$ cat src/rtl/bin_neuron_seq.sv
// -----------------------------------------------------------------------------
// bin_neuron_seq
//
// Sequential binary-pixel weighted-sum neuron. It accepts one frame (N_IN pixel
// bits, N_IN signed weights and a signed bias) over a valid/ready handshake. It
// then adds the weight of every set pixel to the bias, one pixel per clock,
// through a single ACC_W-bit adder. The registered result is returned over a
// second valid/ready handshake.
//
// Build option:
//   BIN_NEURON_SAT_EN  defined   -> narrowing to W bits saturates
//                      undefined -> narrowing wraps (keeps the low W bits)
//
// Ports:
//   clk        system clock, rising edge
//   rst        asynchronous, active-high reset
//   in_valid   frame operands valid
//   in_ready   block is idle and can accept a frame
//   x_vec      pixel bits, bit i = pixel i
//   w_flat     packed signed weights, weight i = w_flat[i*W +: W]
//   bias       signed bias
//   out_valid  result valid (held until out_ready)
//   out_ready  downstream accepts the result
//   out_data   signed W-bit result
//   out_act    1 when out_data > 0 (signed)
// -----------------------------------------------------------------------------
module bin_neuron_seq #(
    parameter int N_IN = 9,
    parameter int W    = 20
) (
    input  logic                clk,
    input  logic                rst,
    input  logic                in_valid,
    output logic                in_ready,
    input  logic [N_IN-1:0]     x_vec,
    input  logic [N_IN*W-1:0]   w_flat,
    input  logic [W-1:0]        bias,
    output logic                out_valid,
    input  logic                out_ready,
    output logic [W-1:0]        out_data,
    output logic                out_act
);

    // Enough headroom for N_IN weights plus the bias, so the sum never overflows.
    localparam int ACC_W = W + $clog2(N_IN + 1);
    localparam int IDX_W = (N_IN > 1) ? $clog2(N_IN) : 1;
    localparam logic [IDX_W-1:0] IDX_LAST = IDX_W'(N_IN - 1);

    typedef enum logic [1:0] {
        IDLE,
        ACC,
        DONE
    } state_t;

    state_t                    state_q, state_d;
    logic [N_IN-1:0]           x_q, x_d;
    logic [N_IN*W-1:0]         w_q, w_d;
    logic signed [ACC_W-1:0]   acc_q, acc_d;
    logic [IDX_W-1:0]          idx_q, idx_d;
    logic [W-1:0]              out_data_q, out_data_d;
    logic                      out_act_q, out_act_d;

    logic [W-1:0]              w_sel;
    logic signed [ACC_W-1:0]   addend;
    logic signed [ACC_W-1:0]   sum;
    logic [W-1:0]              narrowed;

    // Reduce the wide accumulator to the W-bit result.
    function automatic logic [W-1:0] narrow(input logic signed [ACC_W-1:0] a);
`ifdef BIN_NEURON_SAT_EN
        localparam logic signed [ACC_W-1:0] MAX_V = {{(ACC_W-W+1){1'b0}}, {(W-1){1'b1}}};
        localparam logic signed [ACC_W-1:0] MIN_V = {{(ACC_W-W+1){1'b1}}, {(W-1){1'b0}}};
        if (a > MAX_V)      return MAX_V[W-1:0];
        else if (a < MIN_V) return MIN_V[W-1:0];
        else                return a[W-1:0];
`else
        return a[W-1:0];
`endif
    endfunction

    // Single shared adder: the current pixel gates its sign-extended weight.
    assign w_sel    = w_q[idx_q*W +: W];
    assign addend   = x_q[idx_q] ? {{(ACC_W-W){w_sel[W-1]}}, w_sel} : '0;
    assign sum      = acc_q + addend;
    assign narrowed = narrow(sum);

    always_comb begin
        // NOTE: every _d gets a default first, so no path through this block can infer a latch.
        state_d    = state_q;
        x_d        = x_q;
        w_d        = w_q;
        acc_d      = acc_q;
        idx_d      = idx_q;
        out_data_d = out_data_q;
        out_act_d  = out_act_q;

        unique case (state_q)
            IDLE: begin
                if (in_valid) begin
                    x_d     = x_vec;
                    w_d     = w_flat;
                    acc_d   = {{(ACC_W-W){bias[W-1]}}, bias};
                    idx_d   = '0;
                    state_d = ACC;
                end
            end
            ACC: begin
                acc_d = sum;
                if (idx_q == IDX_LAST) begin
                    // Result is registered on the same edge as the final add.
                    out_data_d = narrowed;
                    out_act_d  = !narrowed[W-1] && (|narrowed);
                    state_d    = DONE;
                end else begin
                    idx_d = idx_q + 1'b1;
                end
            end
            DONE: begin
                if (out_ready) state_d = IDLE;
            end
            default: state_d = IDLE;
        endcase
    end

    // NOTE: sequential state uses non-blocking assignments only, so every register
    // samples the pre-edge values computed above.
    always_ff @(posedge clk or posedge rst) begin
        if (rst) begin
            state_q    <= IDLE;
            x_q        <= '0;
            w_q        <= '0;
            acc_q      <= '0;
            idx_q      <= '0;
            out_data_q <= '0;
            out_act_q  <= 1'b0;
        end else begin
            state_q    <= state_d;
            x_q        <= x_d;
            w_q        <= w_d;
            acc_q      <= acc_d;
            idx_q      <= idx_d;
            out_data_q <= out_data_d;
            out_act_q  <= out_act_d;
        end
    end

    assign in_ready  = (state_q == IDLE);
    assign out_valid = (state_q == DONE);
    assign out_data  = out_data_q;
    assign out_act   = out_act_q;

endmodule

$ cat config.mk
export PLATFORM = sky130hd
export DESIGN_NAME = bin_neuron_seq
export DESIGN_NICKNAME = d
export VERILOG_FILES = /design/src/rtl/bin_neuron_seq.sv
export SDC_FILE = /design/constraint.sdc
export NUM_CORES = 1
export LEC_CHECK = 0
export ABC_CLOCK_PERIOD_IN_PS = 9300
export CORE_UTILIZATION = 40
export CTS_BUF_LIST = sky130_fd_sc_hd__clkbuf_8
export DETAILED_ROUTE_END_ITERATION = 16
export PLACE_DENSITY = 0.76
export SLEW_MARGIN = 10
export SYNTH_ARGS = -nofsm -noshare
export SYNTH_HDL_FRONTEND = slang
export SYNTH_SLANG_ARGS = --single-unit
export TNS_END_PERCENT = 1
$ cat constraint.sdc
create_clock -name clk -period 9.3 [get_ports clk]
set_clock_uncertainty 0.2 [all_clocks]
set_input_delay 2.79 -clock clk [delete_from_list [all_inputs] [get_ports clk]]
set_output_delay 2.79 -clock clk [all_outputs]
set_load 0.1 [all_outputs]
==> results of run 1 <==
==> sequential cells by signal (all words and copies together) (netlist names) <==
register	count
x_q	9
w_q	180
acc_q	20
out_act	1
out_data	20
idx_q	4
state_q	2
==> power groups by stage <==
stage	clock [mW]	sequential (mW)	combinational (mW)
floorplan	0	2.01	2.06
global placement	0	1.85	2.91
detailed placement	0	1.87	2.99
CTS	1.01	1.86	3.00
global route	1.06	1.92	3.25
finish	0.988	1.85	2.97
==> tightest hold or removal path: stages, from the launching register on <==
cell     delay (ns)
dfrtp_1        0.34
nand2_1        0.05
o21ai_1        0.06
==> stage by stage <==
stage / power (mW) / utilization [%] / setup WS [ns] / std cells / instance area, µm²
global placement: 4.76 / 50.7 / 3.60 / 1432 / 14200
global route: 6.23 / 53.8 / 3.71 / 1506 / 15100
detailed placement: 4.86 / 50.7 / 3.57 / 1432 / 14200
floorplan: 4.08 / - / 3.22 / 861 / 11500
finish: 5.81 / 53.8 / 3.90 / 1506 / 15100
CTS: 5.87 / 53.8 / 3.89 / 1506 / 15100
==> cells in the mapped netlist (all sizes together), types with 4 or more instances <==
cell type,instances
xor2,10
nor2,54
clkbuf,35
xnor2,8
buf,17
o21ai,48
a22oi,17
inv,11
nor3,7
and2,4
mux2i,21
a211oi,7
mux4,42
nand2b,4
nand2,41
dfrtp,236
nand4,4
nand3,4
a21oi,37
ha,21
mux2,189
nor2b,5
==> routing by layer <==
metal / track usage [%] / vias up / share of wire, %
met5: 0 / - / 0
met4: 5.78 / 0 / 2.1
met3: 5.36 / 47 / 7.5
met2: 31.6 / 273 / 47
met1: 27.3 / 4019 / 43
li1: - / 3629 / -
==> final cells by class <==
class | count | area [µm²] | share of cell area, %
multi-input cells | 562 | 5330 | 35.4
well taps | 378 | 473 | 3.14
flip-flops and latches | 236 | 5910 | 39.2
clock buffers | 51 | 702 | 4.66
inverters | 11 | 45.0 | 0.299
clock inverters | 23 | 161 | 1.07
repair buffers | 245 | 2440 | 16.2
==> path summary, 6_finish.rpt <==
path	startpoint	to	slack [ns]	cells after the start
max	state_q[1]$_DFFE_PP0P_	out_valid	3.90	2
max in group asynchronous	rst	w_q[28]$_DFFE_PP0P_	4.97	3
min reg2reg	out_data[18]$_DFFE_PP0P_	out_data[18]$_DFFE_PP0P_	0.28	2
max reg2reg	idx_q[0]$_DFFE_PP0P_	out_act$_DFFE_PP0P_	4.20	17
min in group asynchronous	rst	out_data[17]$_DFFE_PP0P_	2.50	2
min	out_data[18]$_DFFE_PP0P_	out_data[18]$_DFFE_PP0P_	0.28	2
==> cell families (layout without fill, tap and decap cells) <==
logic type,Yosys count,after routing,synth area share [%]
AOI/OAI and AO/OA,133,133,7.86
muxes,252,252,28.6
and+or+nand+nor,137,137,5.98
xor gates and xnor gates,18,18,1.44
adders and majority gates,22,22,2.46
buffers and inverters,63,330,2.25
DFF,236,236,51.4
==> summary.md, run 1 <==
| Metric | Value |
|---|---|
| Port bufs | 235 |
| Hold crit path type | register to register |
| Synth Flop Type | dfrtp_1 |
| Comb power frac | 51.2% |
| Antenna viol nets, final | 0 |
| Maxcap violations | 0 |
| Crit share post-route | 58.1% |
| Die W | 171 µm |
| Yosys warning total | 0 |
| Post-Synthesis Cells | 861 |
| DR vias | 7968 |
| Main area contributors after synthesis | dfrtp_1, mux2_2, mux4_2, ha_1, mux2i_1 |
| Slowest stage cell, crit path | clkdlybuf4s50_1 |
| Clock sink count | 236 |
| Buf+Inv Stages, Crit Path | 1 |
| Initial cell density of the core | 41.0% |
| Nets | 1332 |
| Critical Path AT | 2.41 ns |
| Critical Path Max Stage Delay | 1.22 ns |
| Leak | 6.19 nW |
| Slew @ Worst Pin | 1.05 ns |
| CP required | 6.31 ns |
| Post-synth EDFFs | 0 |
| Hold WS | 0.283 ns |
| Sum Neg Setup Slack | 0 ns |
| Asr flop ratio synth | 100% |
| Antenna diodes | 0 |
| Largest net degree at the start of global routing | 130 |
| Hold Fails Final Rpt | 0 |
| CTS tree | done |
| Fraction of layout cells with a size suffix above 1 | 29.5% |
| Initial antenna violation count | 0 |
| Syn nets | 1096 |
| CTS Buf Count | 41 |
| Fillcell total | 2390 |
| CP Capture Type | primary output |
| Seq cells post-synth | 236 |
| Clock Power Share | 17.0% |
| Number of I/O pins | 236 |
| GPL Wtd Cong | 0.891 |
| Mean post-synth cell area | 13.3 µm² |
| Share of the synthesized area in the top cell type | 51.4% |
| Rows | 61 |
| Psw | 2.35 mW |
| Routed vias/inst | 5.29 |
| Internal power | 3.46 mW |
| CTS root buf | clkbuf_8 |
| Power Density | 386 nW/µm² |
| Synth unique cells | 61 |
| Tmin final | 5.40 ns |
| Status | completed |
| GRT Overall Usage | 20.1% |
| RSZ-0062 raised after global routing | false |
| Final setup violation count | 0 |
| Sequential share of power | 31.8% |
| Most frequent cells in the layout | clkdlybuf4s50_1, dfrtp_1, mux2_2, nor2_1, clkbuf_8 |
| Max Fclk | 185 MHz |
| Vias in the first global route | 8355 |
| Clock Path Buffers | 3 |
| Final Max Tran Viols | 0 |
| DPL Wire Length | 20.5 mm |
| Crit Path Max Fanout | 5 |
| Max-slew headroom | 30.0% |
| Cts repair resizes | 0 |
| CTS Hold Bufs | 0 |
| Drt initial violations | 481 |
| CP startpoint kind | register |
| Clock slew at reported path FFs | 0.06 ns |
| First-pass GRT wire length | 45.4 mm |
| Post-Synthesis Cell Area | 11500 µm² |
| Drt total wl | 28.6 mm |
| CP cell instances | nor2b_1, clkdlybuf4s50_1 |
| Area growth syn-to-layout | 31.1% |
| Core ar. | 28000 µm² |
| Area leader, netlist | dfrtp_1 |
| Critical path class | register to primary output |
| Grt ovf | 0 |
| Sequential area share after synthesis | 51.4% |
| Chip height | 171 µm |
| # H-tree levels | 2 |
| Full die area | 29400 µm² |
| Mean routed wirelength per cell | 19.0 µm |
| DRC errors left | 0 |
| Pre-antenna DRT Iters | 5 |
| Postcts setup bufs | 0 |
| Leading cell type in the layout, fill and taps excluded | clkdlybuf4s50_1 |
| VDD IR max | 162 µV |
| Worst-skew pair later-pin latency | 0.54 ns |
| Switching share of total power | 40.5% |
| Cell family with most CP delay | buffers and inverters |
Power figures use the tool's default switching activity.
==> inputs of run 2 (changes only) <==
ABC_CLOCK_PERIOD_IN_PS = 5400   (was 9300)
PLACE_DENSITY = 0.74   (was 0.76)
clock period = 5.4 ns   (was 9.3 ns; I/O delays follow)
==> summary.md, run 2 (synthesis gave the netlist of run 1 again) <==
| Metric | Value |
|---|---|
| First-pass GRT wire length | 46.0 mm |
| DR vias | 7780 |
| Critical Path Max Stage Delay | 0.64 ns |
| Rows | 61 |
| Slowest stage cell, crit path | dfrtp_2 |
| Clock Path Buffers | 3 |
| Min-delay src | out_data[3]$_DFFE_PP0P_ |
| Most frequent cells in the layout | clkdlybuf4s50_1, dfrtp_1, mux2_2, nor2_1, clkbuf_8 |
| RSZ-0062 raised after global routing | false |
| CTS root buf | clkbuf_8 |
| CTS Hold Bufs | 0 |
| CP startpoint kind | register |
| Power Density | 661 nW/µm² |
| Chip height | 171 µm |
| Clock sink count | 236 |
| Cts repair resizes | 0 |
| Pre-antenna DRT Iters | 4 |
| DRC errors left | 0 |
| Number of I/O pins | 236 |
| CP Capture Type | register |
| Maxcap violations | 0 |
| Slew @ Worst Pin | 1.08 ns |
| Postcts setup bufs | 0 |
| Area growth syn-to-layout | 31.6% |
| Final Max Tran Viols | 0 |
| Nets | 1337 |
| Hold Fails Final Rpt | 0 |
| CP required | 5.59 ns |
| Drt initial violations | 472 |
| Max reg flops | 180 |
| Mean routed wirelength per cell | 19.2 µm |
| Initial antenna violation count | 6 |
| CTS Buf Count | 41 |
| Met3 wire length | 2.13 mm |
| # H-tree levels | 2 |
| Critical path class | register to register |
| Clock slew at reported path FFs | 0.06 ns |
| Reg area | 5910 µm² |
| Final setup violation count | 0 |
| Non-Filler Instances | 1511 |
| Max-slew headroom | 27.8% |
| Status | completed |
| Vias in the first global route | 8377 |
| Initial cell density of the core | 41.0% |
| CP cell instances | buf_4, mux4_2, mux2i_1, nor2_1, a21oi_1, nor2_1, ha_1, a211oi_1, o211ai_1, nor4_2, nor3_1, a211oi_1, nand2_1, and4bb_1, a41oi_2 |
| GPL Wtd Cong | 0.909 |
| Leading cell type in the layout, fill and taps excluded | clkdlybuf4s50_1 |
| DPL Wire Length | 21.3 mm |
| Fraction of layout cells with a size suffix above 1 | 29.8% |
| Multi-input logic area | 5330 µm² |
| Largest net degree at the start of global routing | 126 |
| Max Fclk | 215 MHz |
| GRT Overall Usage | 20.6% |
| Buf+Inv Stages, Crit Path | 1 |
| Cell family with most CP delay | compound AO/OA/AOI/OAI gates |
| VDD IR max | 231 µV |
| Top sig layer | met5 |
| Antenna viol nets, final | 0 |
| Worst-skew pair later-pin latency | 0.54 ns |
| Sum Neg Setup Slack | 0 ns |
| CTS tree | done |
| Placed Cells | 1437 |
| Fillcell total | 2371 |
| Drt total wl | 29.1 mm |
| Core ar. | 28000 µm² |
| Crit share post-route | 86.1% |
| M1 WL | 13.0 mm |
| Port bufs | 235 |
| Die W | 171 µm |
| Leak | 6.20 nW |
| Routed length on met2 | 13.4 mm |
| Tmin final | 4.65 ns |
| Tot Pwr | 9.99 mW |
| Routed vias/inst | 5.15 |
| Setup crit start | idx_q[0]$_DFFE_PP0P_ |
| Full die area | 29400 µm² |
| Critical Path AT | 4.84 ns |
| Grt ovf | 0 |
| Crit Path Max Fanout | 20 |
| Hold crit path type | register to register |
| Biggest register | w_q |
| Reg2Reg Launch Point | idx_q[0]$_DFFE_PP0P_ |
==> run 2: final cells by class <==
type	count	share of cell area, %
diodes	4	0.0662
clock inverters	19	0.803
flip-flops and latches	236	39.1
inverters	11	0.298
clock buffers	51	4.64
repair buffers	250	16.7
well taps	378	3.13
multi-input cells	562	35.3
==> run 2: where the power goes <==
part	internal (mW)	switching (mW)
Sequential	2.68	0.546
Clock	0.903	0.723
Combinational	2.36	2.77
==> run 2: worst reg2reg max path, cell delays in order, from the launching register on <==
cell	delay, ns
dfrtp_2	0.64
buf_4	0.43
mux4_2	0.56
mux2i_1	0.14
nor2_1	0.05
a21oi_1	0.18
nor2_1	0.09
ha_1	0.36
a211oi_1	0.37
o211ai_1	0.17
nor4_2	0.37
nor3_1	0.10
a211oi_1	0.37
nand2_1	0.09
and4bb_1	0.29
a41oi_2	0.11
==> run 2: per-stage QoR <==
step           util [%]  hold WS [ns]  cell area, µm²  setup WS, ns
2_1_floorplan         -         0.253           11500         0.488
3_3_place_gp       51.0         0.259           14300         0.754
3_5_place_dp       51.0         0.270           14300         0.697
4_1_cts            53.9         0.282           15100         0.682
5_1_grt            54.0         0.305           15100         0.337
6_report           54.0         0.274           15100         0.749
==> run 2: worst paths after layout <==
path                                      endpoint  slack [ns]  cells past startpoint
hold / removal             out_data[3]$_DFFE_PP0P_        0.27                      2
hold reg to reg            out_data[3]$_DFFE_PP0P_        0.27                      2
max in group asynchronous  out_data[4]$_DFFE_PP0P_        2.56                      3
setup / recovery               out_act$_DFFE_PP0P_        0.75                     15
setup reg to reg               out_act$_DFFE_PP0P_        0.75                     15
min in group asynchronous     w_q[174]$_DFFE_PP0P_        1.42                      2
==> run 2: routing by layer <==
| layer | up-vias | GRT usage, % |
|---|---|---|
| met3 | 41 | 5.84 |
| met4 | 2 | 6.33 |
| met2 | 212 | 32.1 |
| met5 | - | 0 |
| met1 | 3879 | 27.7 |
| li1 | 3646 | - |
==> variant 1 (config.mk and constraints of run 2) <==
The option `BIN_NEURON_SAT_EN` is turned on by a define.
--- a/src/rtl/bin_neuron_seq.sv
+++ b/src/rtl/bin_neuron_seq.sv
@@ -26,2 +26,4 @@
 // -----------------------------------------------------------------------------
+`define BIN_NEURON_SAT_EN
+
 module bin_neuron_seq #(
Formal check against the unedited RTL: no difference found for any inputs over 4 cycles, from zero or initial values and one cycle with rst high; that may be too few to reach the edited logic, so the function may still have changed.
==> variant 1 against run 2 <==
Combinational power is 9.1% higher. Setup slack worse by 310 ps. Area after synthesis increased by 3.9%. Wire length up 7.8%. Power rose by 6.3%. Design area up 3.5%. Sequential cell count grew 4. Utilization hardly changed. Largest power group unchanged. Largest cell class unchanged. Final cell count increased by 6.6%.
==> variant 1: results <==
export IMPL_max_freq_ghz=0.2015
export IMPL_grt_max_degree=77
export IMPL_arrival_ps=5230
export IMPL_synth_compound_area_frac=0.08275
export IMPL_wl_mm=31.32
export IMPL_reg2reg_slack_ps=440
export IMPL_initialDrtViolationCount=580
export IMPL_hpwlAfterDp_mm=23.51
export IMPL_yosysSeqAreaShare=0.5034
export IMPL_synthMuxAreaShare=0.2770
export IMPL_hold_start="out_data[1]"
export IMPL_gp_congestion=0.9175
export IMPL_synth_area_leaders="dfrtp_1 50%, mux2_2 18%, mux4_2 7.9%"
export IMPL_routed_via_density=5.348
export IMPL_status="finished, final reports clean"
export IMPL_synth_cell_types=59
export IMPL_synth_xor_area_frac=0.01814
export IMPL_r2r_cells=16
export IMPL_synth_cells=956
export IMPL_place_area_um2=14800
export IMPL_place_ws_ps=188.8
export IMPL_dr_pass1_iters=5
export IMPL_yosys_area_share_adder=0.02790
export IMPL_drive_gt1_frac=0.2737
export IMPL_grt_pass1_vias=8915
export IMPL_holdWs_ps=284.9
export IMPL_grt_usage=0.2081
export IMPL_wl_met3_mm=2.754
export IMPL_grt_use_met2=0.3242
export IMPL_syn_nets=1195
export IMPL_hold_end="out_data[1]"
export IMPL_m1WireLength_mm=13.53
export IMPL_synthTopCellsByCount="240 x dfrtp_1, 189 x mux2_2, 82 x nor2_1"
export IMPL_use_met3=0.06701
export IMPL_r2r_end="out_data[10]"
-- variant 1: cell count changes after synthesis, sizes merged, moves of 3 or more --
cell	change
a21oi	+29
dfrtp	+4
clkbuf	+13
nand2	+30
inv	-3
a211oi	-5
buf	-5
nor2	+29
xnor2	+7
o21ai	-10
ha	+4
-- variant 1: worst max path at each step --
stage                    to  cells after the start
5_1_grt             out_act                     16
4_1_cts        out_data[18]                     15
2_1_floorplan  out_data[10]                     19
3_3_place_gp        out_act                     15
6_report       out_data[10]                     16
3_5_place_dp   out_data[18]                     15
-- variant 1: layout make-up --
cell class              count  area (µm²)
repair buffers            258        2625
inverters                   8       33.78
fillers                  2490       13360
diodes                      2       5.005
flip-flops and latches    240        6012
well taps                 384       480.5
clock inverters            18       107.6
multi-input cells         648        5672
clock buffers              52       715.7
-- variant 1: power by group --
part,internal (mW),switching (mW),total [mW],leakage [nW]
Clock,0.911,0.730,1.64,0.477
Sequential,2.73,0.642,3.38,2.85
Combinational,2.51,3.09,5.61,3.17
Total,6.16,4.47,10.6,6.50
==> variant 2 (config.mk and constraints of run 2) <==
Made on the original files. Reset style: synchronous (`rst`), changed in one clocked block. Comments in the files are not updated.
--- a/src/rtl/bin_neuron_seq.sv
+++ b/src/rtl/bin_neuron_seq.sv
@@ -126,3 +126,3 @@
     // samples the pre-edge values computed above.
-    always_ff @(posedge clk or posedge rst) begin
+    always_ff @(posedge clk) begin
         if (rst) begin
Function: differs if rst is asserted again (counterexample within 4 cycles, from zero or initial values and one cycle with rst high); with rst held inactive, the same outputs for 10 cycles.
==> variant 2 against run 2 <==
Non-clock buffer count increased by 5. Wire length rose by 15%. Critical path depth stayed put. Fmax decreased by 0.77%. Setup slack lost 36 ps. Design area down 5.8%. First-iteration DRC count increased by 68%. Sequential cell count is the same. Area after synthesis fell by 5.2%. Critical endpoint is now out_act.
Power is not compared: it rests on default switching activity, and its combinational part moved more than twofold at a synthesized area within 25%.
==> variant 2: results <==
export IMPL_status="finished, final reports clean"
export IMPL_m1WireLength_mm=14.60
export IMPL_grt_usage=0.2384
export IMPL_reg2reg_slack_ps=710
export IMPL_diodes=0
export IMPL_max_stage_delay_ps=710
export IMPL_hpwlAfterDp_mm=24.32
export IMPL_synth_xor_area_frac=0.01194
export IMPL_syn_nets=1598
export IMPL_numCtsBuffers=39
export IMPL_r2r_end="out_act"
export IMPL_synthFlopType="dfxtp_1"
export IMPL_yosys_area_share_adder=0.02595
export IMPL_top_layer="met4"
export IMPL_hold_start="w_q[41]"
export IMPL_grt_max_degree=149
export IMPL_arrival_ps=4890
export IMPL_grt_pass1_vias=9992
export IMPL_initialDrtViolationCount=795
export IMPL_met1_usage=0.3130
export IMPL_synth_compound_area_frac=0.1779
export IMPL_dr_pass1_iters=5
export IMPL_synthMuxAreaShare=0.09049
export IMPL_wl_met3_mm=2.319
export IMPL_rr_startpoint="idx_q[0]"
export IMPL_place_area_um2=13490
export IMPL_antenna_found_initial=0
export IMPL_routed_via_density=5.354
export IMPL_max_slew_margin_rel=0.3398
export IMPL_synth_area_leaders="dfxtp_1 43%, nand2_1 16%, a21oi_1 12%"
variant 2: layout make-up:
cell class | count | area share
Timing Repair Buffer | 255 | 0.1785
Multi-Input combinational cell | 1019 | 0.4053
Inverter | 6 | 0.001582
Tap cell | 341 | 0.02997
Clock inverter | 16 | 0.005010
Sequential cell | 236 | 0.3322
Clock buffer | 49 | 0.04737
variant 2: kinds of logic after synthesis:
| kind of cell | count (synthesis) |
|---|---|
| buffers and inverters | 108 |
| XOR/XNOR | 14 |
| flip-flops | 236 |
| adder cells (fa/ha/maj) | 22 |
| multiplexers | 46 |
| AO/OA/AOI/OAI | 341 |
| AND/OR/NAND/NOR | 596 |
variant 2: worst max-delay path, delay by kind of cell (launching register included):
| kind | cells | cell delay, ps |
|---|---|---|
| flip-flops | 1 | 710 |
| AO/OA/AOI/OAI | 3 | 690 |
| buffers and inverters | 2 | 300 |
| adder cells (fa/ha/maj) | 1 | 280 |
| multiplexers | 2 | 730 |
| AND/OR/NAND/NOR | 7 | 1620 |
variant 2: how the worst max path moves through the flow:
stage,endpoint,slack (ps),depth (start not counted)
final,out_act,710,15
after global routing,out_act,260,17
after CTS,out_act,680,16
after detailed placement,out_act,700,16
after global placement,out_act,760,15
after floorplan,out_act,990,19
variant 2: power by group:
part	switching, mW	internal, mW	total [mW]
logic	0.315	0.308	0.622
registers	0.0707	1.84	1.91
clock network	0.710	0.813	1.52
variant 2: per-stage QoR:
stage          hold WS (ps)  utilization  setup slack, ps  cells
2_1_floorplan         233.1            -            988.8   1363
3_3_place_gp          239.1       0.5034            763.8   1857
3_5_place_dp          245.3       0.5034            700.2   1857
4_1_cts               254.0       0.5312            684.4   1922
5_1_grt               270.1       0.5312            259.8   1922
6_report              250.9       0.5312            713.1   1922
